===== src/rtl/fifo_load_seq_tmr.sv =====
// Triple-redundant FIFO-load sequencer: walks SEL across NCHAN channels for each
// sample up to a latched SAMP_MAX, pulsing WRENA, with voted state and an upset counter.
module fifo_load_seq_tmr #(
    parameter int NCHAN  = 6,
    parameter int SEL_W  = 3,
    parameter int SAMP_W = 7,
    parameter int CNT_W  = 16,
    parameter int TMR    = 1
) (
    input  logic              CLK,
    input  logic              RST,
    input  logic              START,
    input  logic              ABORT,
    input  logic [SAMP_W-1:0] SAMP_MAX,
    input  logic              CNT_CLR,
    output logic [SEL_W-1:0]  SEL,
    output logic              WRENA,
    output logic              BUSY,
    output logic              DONE,
    output logic              TMR_ERR,
    output logic [CNT_W-1:0]  TMR_ERR_COUNT
);
    localparam int REP_W = 2 + SEL_W + 2 + 2 * SAMP_W;

    localparam logic [1:0] IDLE     = 2'd0;
    localparam logic [1:0] RST_SAMP = 2'd1;
    localparam logic [1:0] TRANSFER = 2'd2;
    localparam logic [1:0] NXT_SAMP = 2'd3;

    localparam logic [SEL_W-1:0] LAST_SEL = SEL_W'(NCHAN - 1);

    // One replica holds {state, sel, wrena, done, sample, latched samp_max}.
    logic [REP_W-1:0]  rep_a, rep_b, rep_c, voted, nxt;
    logic [1:0]        v_state;
    logic [SEL_W-1:0]  v_sel;
    logic              v_wrena, v_done;
    logic [SAMP_W-1:0] v_sample, v_smax;

    logic [1:0]        n_state;
    logic [SEL_W-1:0]  n_sel;
    logic              n_wrena, n_done;
    logic [SAMP_W-1:0] n_sample, n_smax;

    assign {v_state, v_sel, v_wrena, v_done, v_sample, v_smax} = voted;

    always_comb begin
        n_state = IDLE;
        n_done  = 1'b0;
        case (v_state)
            IDLE:               n_state = (!ABORT && START) ? RST_SAMP : IDLE;
            RST_SAMP, NXT_SAMP: n_state = ABORT ? IDLE : TRANSFER;
            default: begin
                if (ABORT) begin
                    n_state = IDLE;
                end else if (START) begin
                    n_state = RST_SAMP;
                end else if (v_sel == LAST_SEL) begin
                    n_done  = (v_sample == v_smax);
                    n_state = n_done ? IDLE : NXT_SAMP;
                end else begin
                    n_state = TRANSFER;
                end
            end
        endcase
    end

    // Outputs are decoded from the next state so they register alongside it.
    always_comb begin
        n_sel    = '0;
        n_wrena  = 1'b1;
        n_sample = v_sample;
        n_smax   = v_smax;
        case (n_state)
            IDLE: begin
                n_wrena  = 1'b0;
                n_sample = '0;
            end
            RST_SAMP: begin
                n_sample = '0;
                n_smax   = SAMP_MAX;
            end
            NXT_SAMP: n_sample = v_sample + SAMP_W'(1);
            default:  n_sel    = v_sel + SEL_W'(1);
        endcase
    end

    assign nxt = {n_state, n_sel, n_wrena, n_done, n_sample, n_smax};

    assign SEL   = v_sel;
    assign WRENA = v_wrena;
    assign DONE  = v_done;
    assign BUSY  = (v_state != IDLE);

    generate
        if (TMR != 0) begin : g_tmr
            logic             err;
            logic [CNT_W-1:0] cnt_a, cnt_b, cnt_c, cnt_v, cnt_nxt;

            assign voted = (rep_a & rep_b) | (rep_a & rep_c) | (rep_b & rep_c);
            assign err   = |((rep_a ^ rep_b) | (rep_a ^ rep_c));
            assign cnt_v = (cnt_a & cnt_b) | (cnt_a & cnt_c) | (cnt_b & cnt_c);

            always_comb begin
                cnt_nxt = cnt_v;
                if (CNT_CLR)
                    cnt_nxt = '0;
                else if (err && cnt_v != '1)
                    cnt_nxt = cnt_v + CNT_W'(1);
            end

            // Every replica reloads from the vote, so a single upset is scrubbed in one cycle.
            always_ff @(posedge CLK or posedge RST) begin
                if (RST) begin
                    rep_a   <= '0;
                    rep_b   <= '0;
                    rep_c   <= '0;
                    cnt_a   <= '0;
                    cnt_b   <= '0;
                    cnt_c   <= '0;
                    TMR_ERR <= 1'b0;
                end else begin
                    rep_a   <= nxt;
                    rep_b   <= nxt;
                    rep_c   <= nxt;
                    cnt_a   <= cnt_nxt;
                    cnt_b   <= cnt_nxt;
                    cnt_c   <= cnt_nxt;
                    TMR_ERR <= err;
                end
            end

            assign TMR_ERR_COUNT = cnt_v;
        end else begin : g_single
            always_ff @(posedge CLK or posedge RST) begin
                if (RST)
                    rep_a <= '0;
                else
                    rep_a <= nxt;
            end

            assign rep_b         = '0;
            assign rep_c         = '0;
            assign voted         = rep_a;
            assign TMR_ERR       = 1'b0;
            assign TMR_ERR_COUNT = '0;
        end
    endgenerate
endmodule


===== config.mk =====
export PLATFORM = sky130hd
export DESIGN_NAME = fifo_load_seq_tmr
export DESIGN_NICKNAME = d
export VERILOG_FILES = /design/src/rtl/fifo_load_seq_tmr.sv
export SDC_FILE = /design/constraint.sdc
export NUM_CORES = 1
export LEC_CHECK = 0
export BUFFER_PORTS_ARGS = -buffer_cell sky130_fd_sc_hd__buf_2
export CORE_MARGIN = 5
export CORE_UTILIZATION = 45
export DETAILED_ROUTE_END_ITERATION = 8
export PLACE_DENSITY = 0.7
export SLEW_MARGIN = 20
export SYNTH_ARGS = -nofsm -noshare
export SYNTH_HDL_FRONTEND = slang
export SYNTH_SLANG_ARGS = --single-unit

===== constraint.sdc =====
create_clock -name CLK -period 1.65 [get_ports CLK]
set_input_delay 0.2475 -clock CLK [delete_from_list [all_inputs] [get_ports CLK]]
set_output_delay 0.2475 -clock CLK [all_outputs]
set_load 0.01 [all_outputs]

==> flow_results.org <==
** Status
- The run finished, with violations left.
- Violations in the final reports :: negative setup slack

** Logic synthesis
- Cells after Synth :: between 100 and 150
- Cell area after synthesis :: about 0.0013 mm2
- Register bit count reported by yosys :: 21
- sky130_fd_sc_hd__dfrtp_1 takes more of the synthesized area than any other cell.
- Dominant register cell in the synthesized netlist :: sky130_fd_sc_hd__dfrtp_1
- Leading post-synthesis cells by cell area :: sky130_fd_sc_hd__dfrtp_1, sky130_fd_sc_hd__buf_4, sky130_fd_sc_hd__mux2_2, sky130_fd_sc_hd__xnor2_1, sky130_fd_sc_hd__ha_1
- Part of the Yosys area used for sequential elements :: just over 40%
- In this run, distinct cell masters in the synthesized netlist total 35.
- Of the post-synthesis cell area, the dominant cell type holds 41.5%.
- Yosys printed 0 warnings.
- By instance count, the leading cell after synthesis is sky130_fd_sc_hd__dfrtp_1.
- In this run, synthesis inferred 0 flip-flops with an integrated enable.
- Leading cell types by count after synthesis :: sky130_fd_sc_hd__dfrtp_1, sky130_fd_sc_hd__buf_4, sky130_fd_sc_hd__xnor2_1
- Counting flops with an async set or reset pin after synthesis yields a share of 100%.
- Mean Syn Cell Area :: 10.5 um2

** CTS
- After clock tree synthesis, the clock-pin slew on the worst setup and hold paths is about 0.12 ns.
- CTS built an H-tree with a depth of 1.
- Buffers inserted during clock tree synthesis total 3.
- No sink is reached through more buffers than the 2 on the longest clock path.
- The later pin in the worst-skew pair is clocked with a latency of around 0.30 ns.
- The tree is rooted in a sky130_fd_sc_hd__clkbuf_4.
- TritonCTS built the clock tree.
- Clock tree synthesis found a total of 21 sinks.

** Min path
- HP Class :: input pin to register
- Worst hold path depth :: 2

** Setup path
- Type of element launching the critical path :: register
- The worst setup path is captured at a register.
- WP data arrival :: ~1.9 ns
- Depth of the most critical reg-to-reg path :: 7
- Along the worst path, the maximum fanout reaches 5.
- Critical path required time :: 1.85 ns
- The setup path with the least slack is of type register to register.

** Timing
- Counting I/O delays and the setup requirement, the final critical path takes between 1.5 and 2 ns.
- For this run, the top clock speed supported by timing is about 600 MHz.
- In the final timing run, aggregate negative setup slack is -0.0345 ns.
- Across all hold checks on the routed design, the worst slack comes to ~0.17 ns.
- Max-slew violation total from the final report :: 0
- The final-report hold violation count is 0.
- Post-route clock skew :: between 0.002 and 0.0025 ns
- Final setup margin :: -0.0168 ns
- Setup violation total in the final timing report :: 3
- The worst path uses 101% of the clock period.
- Setup repair after global routing missed its margin :: true

** Cells and area
- Counting the fill cells in the layout gives between 200 and 300.
- Max FFs per register :: 21
- Final layout net count :: roughly 170
- Number of diodes added for antenna fixing :: 0
- The largest registers in the layout are rep_c: 21 flops.
- Post-route insts no fill :: around 180
- Growth of design area from synthesis to finish :: 15.2%
- Fraction of layout cells with a size suffix above 1 :: around two fifths
- Counting flops per register, the top entry is rep_c.
- Post-layout util :: 53.4%
- Footprint of the multi-input gates :: around 660 um2
- Sequential standard cell area :: 529 um2

** Global route
- Aggregate global routing overflow :: 0
- The number of antenna violations at the first check in global routing was 0.
- Maximum number of pins on one net before global-route repair :: 22
- The first global-routing pass estimated 4220 um of wire.
- The via count of the first global-routing pass was approximately 980.
- All-layer global routing usage :: a little over an eighth

** Floorplanning
- The die covers about 0.004 mm2.
- From left edge to right edge, the die measures roughly 63 um.
- Chip height :: around 63 um
- Count of boundary I/O pins :: 35
- The floorplan has 19 rows.
- After floorplanning, the core was sized to cover around 0.0027 mm2.
- Initial cell density of the core :: 46.3%

** Pwr
- For this design the static power due to leakage is between 0.7 and 0.8 nW.
- VDD sags by at most about 470 uV.
- Pwr per Cell Area :: between 600 and 700 mW/mm2
- Post-route total power :: approximately 1.0 mW

** Drt
- Remaining number of nets flagged by the antenna check after routing :: 0
- The routed layout has between 900 and 1000 vias.
- Routed Wire Length :: between 2000 and 3000 um
- DRC violations left :: 0
- Via density :: around 5
- Violation count after the first detailed-route iteration :: 20
- Dividing the detail-routed wire length by the instance count gives 13.9 um.
- Drt pass-1 iters :: 4

** Place
- I/O Buffers :: 16
- At the end of routability-driven placement, the weighted congestion stood at between 0.7 and 0.8.
- After detailed placement, the design holds a cell count of roughly 170.
- Summed over all nets, the half-perimeter wirelength after detailed placement is 1840 um.

** Job
- Across the run, the number of max-cap violations was 0.
==> stage by stage <==
step / instance area [um2] / setup WS, ns
6_report: 1460 / -0.0168
5_1_grt: 1460 / -0.106
2_1_floorplan: 1330 / 0.137
3_5_place_dp: 1330 / -0.0184
3_3_place_gp: 1330 / 0.0323
4_1_cts: 1420 / -0.0162
==> kinds of logic (layout without fill, tap and decap cells) <==
family	after synthesis	in the layout	synth area share [%]
flops	21	21	41.5
xor+xnor	9	9	6.23
mux	7	7	6.23
other cells	1	17	0.296
compound gates	17	17	8.99
fa+ha+maj	3	3	2.96
buf+inv	24	37	13.7
simple gates	39	39	20.1
==> power by group <==
group / leakage [nW] / switching (mW) / internal [mW] / total (mW)
registers: 0.270 / 0.0280 / 0.551 / 0.579
logic: 0.431 / 0.0969 / 0.0880 / 0.185
clock network: 0.0177 / 0.161 / 0.0903 / 0.252
==> metal layers <==
layer / track usage, % / share of wire, % / up-vias
met2: 22.6 / 52 / 28
met4: 5.31 / 1.5 / 0
met5: 0 / 0 / -
met3: 3.42 / 5.3 / 4
met1: 15.2 / 41 / 452
li1: - / - / 445
==> cells in the final DEF, fill, tap and decap left out, drive strengths merged <==
master,count
nor2,7
inv,2
nor2b,2
and2,1
a21o,2
nand3,2
nor3,1
xnor2,8
nor3b,2
and3b,1
xor2,1
mux2,7
dfrtp,21
nand4,4
conb,17
o21ai,8
dlygate4sd3,1
clkbuf,3
a32o,1
buf,30
ha,3
and3,2
a2111oi,2
o22ai,1
nand2,3
and4b,2
a21oi,3
or2,5
and4,5
clkinv,1
and2b,2
==> critical path, cell delays in order (launching register included) <==
cell                      delay [ns]
sky130_fd_sc_hd__dfrtp_1        0.40
sky130_fd_sc_hd__inv_1          0.06
sky130_fd_sc_hd__ha_2           0.17
sky130_fd_sc_hd__and3b_1        0.16
sky130_fd_sc_hd__nand4_1        0.16
sky130_fd_sc_hd__o22ai_4        0.19
sky130_fd_sc_hd__and4b_1        0.23
sky130_fd_sc_hd__or2_1          0.20
==> path summary, 6_finish.rpt <==
| path | startpoint | to | slack (ns) |
|---|---|---|---|
| max | rep_c[17] | rep_c[13] | -0.02 |
| min | SAMP_MAX[6] | rep_c[6] | 0.17 |
| max reg2reg | rep_c[17] | rep_c[13] | -0.02 |
| min reg2reg | rep_c[5] | rep_c[5] | 0.55 |
| max in group asynchronous | RST | rep_c[19] | 0.93 |
| min in group asynchronous | RST | rep_c[4] | 0.49 |
==> area by class of cell <==
class                      count  share of cell area [%]
timing repair buffer          31                    13.4
clock buffer                   3                    1.54
clock inverter                 1                   0.343
sequential                    21                    36.3
inverter                       2                   0.515
multi-input combinational     92                    45.3
tap                           31                    2.66
==> what timing repair did <==
item	CTS	global route
hold buffers	1	0
buffers inserted	6	1
endpoints found under the hold margin	21	0
pin swaps	6	2
setup endpoints to repair	2	7
gates cloned	0	0
resized for setup	3	10
No activity file was read; power rests on OpenSTA's default activity.
